`src/rtl/aes_pkg.sv`:
```
// Shared AES-256 key-schedule definitions: round constants, word types and
// the FSM encoding of the inverse key scheduler.
package aes_pkg;

    localparam int NR    = 14;  // AES-256 rounds; highest round-key index
    localparam int NSTEP = 7;   // forward 256-bit expansion steps (rc 0..6)

    typedef logic [31:0]  word_t;
    typedef logic [127:0] rkey_t;

    typedef enum logic [1:0] {
        IDLE,
        EXPAND,
        OUTPUT
    } ks_state_e;

    // Round constant for 256-bit step rc: x^rc in GF(2^8), placed in the top byte.
    // Only rc 0..6 is ever requested, so a plain shift never overflows the byte.
    function automatic word_t rcon(input logic [3:0] rc);
        logic [7:0] rc_byte;
        rc_byte = 8'h01 << rc[2:0];
        return {rc_byte, 24'h000000};
    endfunction

    // Byte rotation used by the key schedule: [a0 a1 a2 a3] -> [a1 a2 a3 a0].
    function automatic word_t rot_word(input word_t w);
        return {w[23:0], w[31:24]};
    endfunction

endpackage

```
`src/rtl/keyExpansion.sv`:
```
// Combinational forward AES-256 expansion step: eight words in, next eight out.
// Word k0 sits in key[255:224].
module keyExpansion
    import aes_pkg::*;
(
    input  logic [3:0]   rc,
    input  logic [255:0] key,
    output logic [255:0] keyout
);

    word_t k [8];
    word_t w [8];
    word_t rot_k7;
    word_t sub_rot_k7;
    word_t sub_w3;

    for (genvar i = 0; i < 8; i++) begin : g_unpack
        assign k[i] = key[255 - 32*i -: 32];
    end

    assign rot_k7 = rot_word(k[7]);

    for (genvar b = 0; b < 4; b++) begin : g_sbox
        sbox u_sb_rot (.a(rot_k7[8*b +: 8]), .c(sub_rot_k7[8*b +: 8]));
        sbox u_sb_mid (.a(w[3][8*b +: 8]),   .c(sub_w3[8*b +: 8]));
    end

    // First half chains from the rotated/substituted last word, second half
    // restarts from SubWord of the fourth new word.
    assign w[0] = k[0] ^ sub_rot_k7 ^ rcon(rc);
    assign w[1] = k[1] ^ w[0];
    assign w[2] = k[2] ^ w[1];
    assign w[3] = k[3] ^ w[2];
    assign w[4] = k[4] ^ sub_w3;
    assign w[5] = k[5] ^ w[4];
    assign w[6] = k[6] ^ w[5];
    assign w[7] = k[7] ^ w[6];

    assign keyout = {w[0], w[1], w[2], w[3], w[4], w[5], w[6], w[7]};

endmodule

```
`src/rtl/key_step_inv.sv`:
```
// Combinational inverse AES-256 expansion step: undoes one keyExpansion step
// using only forward S-boxes.
module key_step_inv
    import aes_pkg::*;
(
    input  logic [3:0]   rc,
    input  logic [255:0] key,
    output logic [255:0] keyout
);

    word_t k [8];
    word_t w7;
    word_t rot_w7;
    word_t sub_rot_w7;
    word_t sub_k3;

    for (genvar i = 0; i < 8; i++) begin : g_unpack
        assign k[i] = key[255 - 32*i -: 32];
    end

    // The previous last word is recoverable directly, and it feeds the
    // reconstruction of the previous first word.
    assign w7     = k[6] ^ k[7];
    assign rot_w7 = rot_word(w7);

    for (genvar b = 0; b < 4; b++) begin : g_sbox
        sbox u_sb_rot (.a(rot_w7[8*b +: 8]), .c(sub_rot_w7[8*b +: 8]));
        sbox u_sb_mid (.a(k[3][8*b +: 8]),   .c(sub_k3[8*b +: 8]));
    end

    assign keyout = {
        k[0] ^ sub_rot_w7 ^ rcon(rc),
        k[0] ^ k[1],
        k[1] ^ k[2],
        k[2] ^ k[3],
        sub_k3 ^ k[4],
        k[4] ^ k[5],
        k[5] ^ k[6],
        w7
    };

endmodule

```
`src/rtl/sbox.sv`:
```
// Forward AES S-box as a constant lookup table.
module sbox (
    input  logic [7:0] a,
    output logic [7:0] c
);

    // Row-major table, entry 0x00 in the most significant byte.
    localparam logic [2047:0] SBOX_TBL = {
        128'h637c777bf26b6fc53001672bfed7ab76,
        128'hca82c97dfa5947f0add4a2af9ca472c0,
        128'hb7fd9326363ff7cc34a5e5f171d83115,
        128'h04c723c31896059a071280e2eb27b275,
        128'h09832c1a1b6e5aa0523bd6b329e32f84,
        128'h53d100ed20fcb15b6acbbe394a4c58cf,
        128'hd0efaafb434d338545f9027f503c9fa8,
        128'h51a3408f929d38f5bcb6da2110fff3d2,
        128'hcd0c13ec5f974417c4a77e3d645d1973,
        128'h60814fdc222a908846eeb814de5e0bdb,
        128'he0323a0a4906245cc2d3ac629195e479,
        128'he7c8376d8dd54ea96c56f4ea657aae08,
        128'hba78252e1ca6b4c6e8dd741f4bbd8b8a,
        128'h703eb5664803f60e613557b986c11d9e,
        128'he1f8981169d98e949b1e87e9ce5528df,
        128'h8ca1890dbfe6426841992d0fb054bb16
    };

    assign c = SBOX_TBL[(255 - int'(a)) * 8 +: 8];

endmodule

```
`src/rtl/inv_key_schedule.sv`:
```
// AES-256 decryption round-key generator: expands the cipher key forward to
// the last schedule state, then streams round keys 14..0 by walking the
// schedule backwards with the inverse step.
module inv_key_schedule
    import aes_pkg::*;
(
    input  logic         clk,
    input  logic         rst_n,
    input  logic         start,
    input  logic [255:0] key_in,
    output logic         busy,
    output logic         rk_valid,
    input  logic         rk_ready,
    output logic [127:0] rk_out,
    output logic [3:0]   rk_idx,
    output logic         done
);

    ks_state_e    state_q, state_d;
    logic [255:0] key_q, key_d;
    logic [2:0]   cnt_q, cnt_d;
    logic [3:0]   idx_q, idx_d;
    logic         done_q, done_d;

    logic [255:0] fwd_key;
    logic [255:0] inv_key;
    logic [3:0]   inv_rc;
    logic         handshake;

    keyExpansion u_fwd (
        .rc     ({1'b0, cnt_q}),
        .key    (key_q),
        .keyout (fwd_key)
    );

    // An even index idx sits in the upper half of state S(idx/2), which was
    // produced by forward step idx/2 - 1.
    assign inv_rc = {1'b0, idx_q[3:1]} - 4'd1;

    key_step_inv u_inv (
        .rc     (inv_rc),
        .key    (key_q),
        .keyout (inv_key)
    );

    assign handshake = (state_q == OUTPUT) && rk_ready;

    // State register and counters.
    // NOTE: sequential state uses non-blocking assignments so every register
    // samples the pre-edge values, independent of statement order.
    always_ff @(posedge clk or negedge rst_n) begin
        if (!rst_n) begin
            state_q <= IDLE;
            key_q   <= '0;
            cnt_q   <= '0;
            idx_q   <= '0;
            done_q  <= 1'b0;
        end else begin
            state_q <= state_d;
            key_q   <= key_d;
            cnt_q   <= cnt_d;
            idx_q   <= idx_d;
            done_q  <= done_d;
        end
    end

    // Next-state and datapath update.
    // NOTE: every target gets a hold default first so no path through the
    // case can leave one unassigned and infer a latch.
    always_comb begin
        state_d = state_q;
        key_d   = key_q;
        cnt_d   = cnt_q;
        idx_d   = idx_q;
        done_d  = 1'b0;
        unique case (state_q)
            IDLE: begin
                if (start) begin
                    key_d   = key_in;
                    cnt_d   = '0;
                    state_d = EXPAND;
                end
            end
            EXPAND: begin
                // Steps run for cnt 0..NSTEP-1; the cycle at cnt == NSTEP only
                // arms the output index, giving the fixed 8-cycle start latency.
                if (cnt_q == 3'(NSTEP)) begin
                    idx_d   = 4'(NR);
                    state_d = OUTPUT;
                end else begin
                    key_d = fwd_key;
                    cnt_d = cnt_q + 3'd1;
                end
            end
            OUTPUT: begin
                if (handshake) begin
                    if (idx_q == 4'd0) begin
                        state_d = IDLE;
                        done_d  = 1'b1;
                    end else begin
                        // Odd keys share the state of the even key above them.
                        if (!idx_q[0]) key_d = inv_key;
                        idx_d = idx_q - 4'd1;
                    end
                end
            end
            default: state_d = IDLE;
        endcase
    end

    // Moore outputs; the key bus is forced to zero whenever it is not valid.
    always_comb begin
        busy     = (state_q != IDLE);
        rk_valid = (state_q == OUTPUT);
        rk_out   = '0;
        rk_idx   = '0;
        done     = done_q;
        if (rk_valid) begin
            rk_out = idx_q[0] ? key_q[127:0] : key_q[255:128];
            rk_idx = idx_q;
        end
    end

endmodule

```
`config.mk`:
```
export PLATFORM = sky130hd
export DESIGN_NAME = inv_key_schedule
export DESIGN_NICKNAME = d
export VERILOG_FILES = /design/src/rtl/aes_pkg.sv /design/src/rtl/keyExpansion.sv /design/src/rtl/key_step_inv.sv /design/src/rtl/sbox.sv /design/src/rtl/inv_key_schedule.sv
export SDC_FILE = /design/constraint.sdc
export NUM_CORES = 2
export LEC_CHECK = 0
export BUFFER_PORTS_ARGS = -buffer_cell sky130_fd_sc_hd__clkbuf_2
export CORE_ASPECT_RATIO = 1.1
export CORE_MARGIN = 1.5
export CORE_UTILIZATION = 25
export DETAILED_ROUTE_END_ITERATION = 8
export PLACE_DENSITY = 0.48
export REMOVE_ABC_BUFFERS = 1
export SETUP_SLACK_MARGIN = 0.5
export SYNTH_ARGS = -nofsm -noshare
export SYNTH_HDL_FRONTEND = slang
export SYNTH_HIERARCHICAL = 1
export SYNTH_SLANG_ARGS = --single-unit
```
`constraint.sdc`:
```
create_clock -name clk -period 7.1 [get_ports clk]
set_input_delay 0.355 -clock clk [delete_from_list [all_inputs] [get_ports clk]]
set_output_delay 0.355 -clock clk [all_outputs]
set_load 0.01 [all_outputs]
```
==> After elaboration in Yosys (flattened, before gate mapping) <==
Cells that the tools add are included.
{ "totals": {"ff_bits": 266, "output_inout_bits": 135} }
{ "op_classes": {"reduce_logical": 11, "bitwise_logic": 18, "n_addsub": 19, "n_mux": 24, "shifts": 18, "n_eq_ne": 10} }
{ "op_table": {"columns": ["op", "count"], "rows": [
  ["2048-bit by 32-bit variable part select with 8-bit output, first input constant", 16],
  ["256-bit 2-to-1 mux", 5],
  ["256-bit one-hot mux with 3 select lines", 1],
  ["32-bit bitwise XOR", 18],
  ["128-bit 2-to-1 mux", 2],
  ["8-bit by 8-bit subtractor with 9-bit output, first input constant", 16],
  ["4-bit 2-to-1 mux", 4],
  ["1-bit by 3-bit << shifter with 8-bit output, first input constant", 2],
  ["2-bit inequality test, second input constant", 5],
  ["2-bit 2-to-1 mux", 4],
  ["4-bit one-hot mux with 2 select lines", 1],
  ["4-bit AND reduction", 2],
  ["3-bit 2-to-1 mux", 2],
  ["2-bit one-hot mux with 3 select lines", 1],
  ["3-bit one-hot mux with 2 select lines", 1],
  ["6-bit AND reduction", 1],
  ["2-bit nonzero test", 3],
  ["4-bit zero test", 1],
  ["2-bit by 1-bit inequality test with 1-bit output, second input constant", 2],
  ["4-bit by 1-bit subtractor with 4-bit output, second input constant", 1],
  ["3-bit by 1-bit adder with 3-bit output, second input constant", 1],
  ["3-bit equality test, second input constant", 1],
  ["1-bit 2-to-1 mux", 3],
  ["3-bit AND reduction", 1],
  ["other kinds (6)", 6]
]} }

==> Logic depth before layout (Yosys ltp) <==
{ "logic_depth": {"depth_word": 15, "mapped_depth": 31, "mapped_depth_nobuf": 25} }

==> Hierarchy <==
Netlist, hierarchy kept.
{ "modules_own_cells": {"columns": ["mod", "instances", "cells_per_inst", "area_per_inst_um2", "seq_area_each_um2"], "rows": [
  ["sbox", 16, 550, 3533.4, 0.0],
  ["inv_key_schedule", 1, 1794, 17954.7, 6656.4],
  ["keyExpansion", 1, 336, 3088.0, 0.0],
  ["key_step_inv", 1, 272, 2367.3, 0.0]
]} }

==> Worst setup path before layout <==
No wires, ideal clock.
{ "synth_timing": {"path_type": "register to register", "startpoint": "register key_q[25]", "endpoint": "register key_q[6]", "period_less_slack_ns": 6.660, "path_stages_with_launch": 30, "setup_ns": 0.125, "arrival_time_ns": 6.535, "setup_slack_ns": 0.440, "t_required_ns": 6.975, "path_cell_list": "dfrtp_1 > buf_2 > inv_1 > ha_1 > or2_2 > clkbuf_1 > nand3_1 > a21oi_1 > o21ai_0 > o311ai_1 > a22oi_1 > xor2_1 > xnor2_1 > xor2_1 > buf_2 > inv_1 > ha_1 > or2_2 > clkbuf_1 > o22ai_1 > a311oi_1 > a211oi_1 > a211oi_1 > o22ai_1 > xor2_1 > xnor2_1 > xor2_1 > a22oi_1 > a21oi_1 > mux2_4"} }
{ "synth_between": {"elab_chain_cells": 15} }
{ "synth_lines": {"columns": ["item", "line_no", "rtl"], "rows": [
  ["start, declared", "inv_key_schedule.sv:20", "logic [255:0] key_q, key_d;"],
  ["start signal, assigned", "inv_key_schedule.sv:60", "key_q <= key_d;"],
  ["8-bit by 8-bit subtractor with 9-bit output", "sbox.sv:27", "assign c = SBOX_TBL[(255 - int'(a)) * 8 +: 8];"],
  ["2048-bit by 32-bit variable part select with 8-bit output", "sbox.sv:27", null],
  ["net u_fwd.sub_rot_k7[1]", "keyExpansion.sv:14", "word_t sub_rot_k7;"],
  ["32-bit bitwise XOR (2 in series)", "keyExpansion.sv:30", "assign w[0] = k[0] ^ sub_rot_k7 ^ rcon(rc);"],
  ["net fwd_key[225]", "inv_key_schedule.sv:25", "logic [255:0] fwd_key;"],
  ["32-bit bitwise XOR", "keyExpansion.sv:31", "assign w[1] = k[1] ^ w[0];"],
  ["32-bit bitwise XOR", "keyExpansion.sv:32", "assign w[2] = k[2] ^ w[1];"],
  ["net fwd_key[161]", "inv_key_schedule.sv:25", null],
  ["[1 not listed]", null, null],
  ["net fwd_key[129]", "inv_key_schedule.sv:25", null],
  ["[2 not listed]", null, null],
  ["net u_fwd.sub_w3[6]", "keyExpansion.sv:15", "word_t sub_w3;"],
  ["[1 not listed]", null, null],
  ["net fwd_key[102]", "inv_key_schedule.sv:25", null],
  ["32-bit bitwise XOR", "keyExpansion.sv:35", "assign w[5] = k[5] ^ w[4];"],
  ["32-bit bitwise XOR", "keyExpansion.sv:36", "assign w[6] = k[6] ^ w[5];"],
  ["net fwd_key[38]", "inv_key_schedule.sv:25", null],
  ["32-bit bitwise XOR", "keyExpansion.sv:37", "assign w[7] = k[7] ^ w[6];"],
  ["net fwd_key[6]", "inv_key_schedule.sv:25", null],
  ["256-bit 2-to-1 mux", "inv_key_schedule.sv:87", "if (cnt_q == 3'(NSTEP)) begin"],
  ["256-bit one-hot mux with 3 select lines", "inv_key_schedule.sv:76", "unique case (state_q)"]
]} }
The timed path passes the listed nets, and every way through them passes these cells. The select of a mux whose other input is x is not followed.
A chain may end at the register's enable or synchronous reset.

==> Worst setup path after layout <==
{ "layout_timing": {"startpoint": "register key_q[24]", "endpoint": "register key_q[5]"} }
Same word-level chain as after synthesis.

==> summary.md <==
| Metric | Value |
|---|---|
| Most used cell, CP | `buf_4` |
| Area of the multi-input gates | `a little under 70000 um^2` |
| Global-route wire length before repair | `around 650 mm` |
| Post-DP HPWL | `roughly 320 mm` |
| Synth warn | `6` |
| Met2 Use GR | `41.45%` |
| CTS max path bufs | `3` |
| Vias after detailed routing | `approximately 100000` |
| HP Class | `input port to flop` |
| Most common cell after layout, fill and taps aside | `nor2_1` |
| GR Util met1 | `between 30% and 40%` |
| Clock slew at reported path FFs | `0.06 ns` |
| Synth Instances | `around 11000` |
| # H-tree levels | `2` |
| Final setup vio count | `0` |
| Final Skew | `~0.047 ns` |
| Num CTS Buffers | `40` |
| Final Hold Viols | `0` |
| Busiest grt layer | `met2` |
| Setup Slack @ Placement | `-0.4462 ns` |
| DR WL/cell | `about 28 um` |
| Setup crit end kind | `flop` |
| Final Critical Period | `6.486 ns` |
| Syn Std Cell Area | `around 80000 um^2` |
| Area of placed instances | `89400 um^2` |
| Period utilization | `just over 90%` |
| Largest net degree at the start of global routing | `between 100 and 150` |
| Hold WS | `~0.040 ns` |
| RSZ-0062 raised after global routing | `true` |
| Placer's final routability congestion estimate | `~1.0` |
| Via density per instance | `roughly 6.2` |
| Initial Util | `~25%` |
| Root buffer cell | `clkbuf_16` |
| CP max stage delay | `about 0.42 ns` |
| Gr ovfl total | `0` |
| Slowest cell on crit path | `dfrtp_1` |
| Layout cells sized above 1 | `about a quarter` |
| Fmax | `between 150 and 200 MHz` |
| Die span in x | `about 540 um` |
| Max-slew headroom | `between 20% and 30%` |
| Area grow syn2layout | `17.63%` |
| Crit path DAT | `between 7 and 8 ns` |
| Final ANT Viol Nets | `0` |
| Storage element area | `6741 um^2` |
| R2R cell count | `30` |
| Die area | `323100 um^2` |
| Max-Cap Viols | `0` |
| Crit Path Max Fanout | `8` |
| DRT iter0 DRCs | `between 10000 and 15000` |
| Worst Hold Path Cells | `4` |
| WL final | `448.7 mm` |
| Post-route setup slack | `around 0.61 ns` |
| Core area | `between 300000 and 400000 um^2` |
| Vias in the first global route | `between 90000 and 100k` |
| Gr usage total | `between 20% and 30%` |
| Die height | `~600 um` |
| Worst-skew pair later-pin latency | `roughly 0.73 ns` |
| Fillers | `about 35000` |
| I/O Buffers | `~390` |
| Hold EP | `key_q[45]$_DFFE_PN0P_` |
| Rows | `~220` |
| DR pass1 iterations | `9` |
| Worst R2R Setup Slack | `just over 0.6 ns` |
| CTS tree | `yes` |
| Reg-to-Reg End | `key_q[5]$_DFFE_PN0P_` |
| Slew Limit Fails | `0` |
| Worst-Margin Slew | `1.050 ns` |
| # clock sinks | `roughly 270` |
| I/O pin cnt | `395` |
| Critical Path RT | `approximately 7.7 ns` |
| Kind of critical path | `flop to flop` |
| DRC | `0` |
| Final Cell Area | `94030 um^2` |
| Worst r2r src | `key_q[24]$_DFFE_PN0P_` |
| CP Launch Type | `flop` |
| Avg Cell Area, Syn | `between 7 and 8 um^2` |
| Commonest cells after routing, fill and taps aside | `1106 x nor2_1, 1088 x a21oi_1, 1048 x buf_4, 742 x o21ai_0, 577 x nand2_1` |
| Status | `finished, final reports clean` |
| Met3 Track Usage GR | `3.662%` |
| Initial antenna violation count | `5` |
| Layout Nets | `roughly 12000` |
| Hold_sp | `key_in[45]` |
flip-flops by register name, summed over array words and instances (netlist names):
register	cells
done	1
state_q	2
key_q	256
idx_q	4
cnt_q	3
critical path: cells and delay by family, from the launching register on:
family / cells / cell delay, ns
compound gates: 9 / 1.68
buf+inv: 8 / 1.46
simple gates: 5 / 1.09
xor+xnor: 6 / 1.04
flops: 1 / 0.42
fa+ha+maj: 1 / 0.33
mux: 1 / 0.31
what timing repair did:
| item | CTS | global route |
|---|---|---|
| pin swaps | 19 | 66 |
| setup buffers | 11 | 62 |
| endpoints found under the hold margin | 99 | 0 |
| hold buffers | 39 | 0 |
| gates cloned | 0 | 7 |
| gates resized for setup | 136 | 290 |
| endpoints found under the setup margin | 123 | 117 |
cell type report:
type                            count  share of cell area, %
Sequential cell                   266                  7.170
Tap cell                         4270                  5.682
Antenna cell                        4                0.01065
Inverter                          201                 0.8556
Clock inverter                     16                 0.2369
Timing Repair Buffer             1600                  13.12
Clock buffer                       57                  1.219
Multi-Input combinational cell   9456                  71.70
worst max path at each step:
stage,from,endpoint,slack (ns)
final,key_q[24]$_DFFE_PN0P_,key_q[5]$_DFFE_PN0P_,0.61
after global routing,key_q[24]$_DFFE_PN0P_,key_q[5]$_DFFE_PN0P_,0.43
after CTS,key_q[24]$_DFFE_PN0P_,key_q[7]$_DFFE_PN0P_,0.48
after detailed placement,key_q[25]$_DFFE_PN0P_,key_q[7]$_DFFE_PN0P_,-0.45
after global placement,key_q[25]$_DFFE_PN0P_,key_q[7]$_DFFE_PN0P_,-0.57
after floorplan,state_q[0]$_DFFE_PN0P_,key_q[185]$_DFFE_PN0P_,-10.75
through the flow:
step / util, % / instances / TNS [ns]
floorplan: - / 9923 / -2913.00
global placement: 28.12 / 15670 / -7.884
detailed placement: 28.12 / 15670 / -3.579
CTS: 28.90 / 15800 / 0
global route: 29.57 / 15870 / 0
finish: 29.57 / 15870 / 0
layer usage:
| layer | vias to the layer above | part of all wire (%) | wire [um] |
|---|---|---|---|
| met1 | 47500 | 40 | 180300 |
| met4 | 2 | 6.5 | 29080 |
| met5 | - | 0.0036 | 16 |
| met2 | 6637 | 45 | 200500 |
| met3 | 1548 | 8.6 | 38800 |
| li1 | 42810 | - | - |
Power is not shown: default switching activity piles up to over one toggle a cycle in this logic, so the estimate is an artifact.
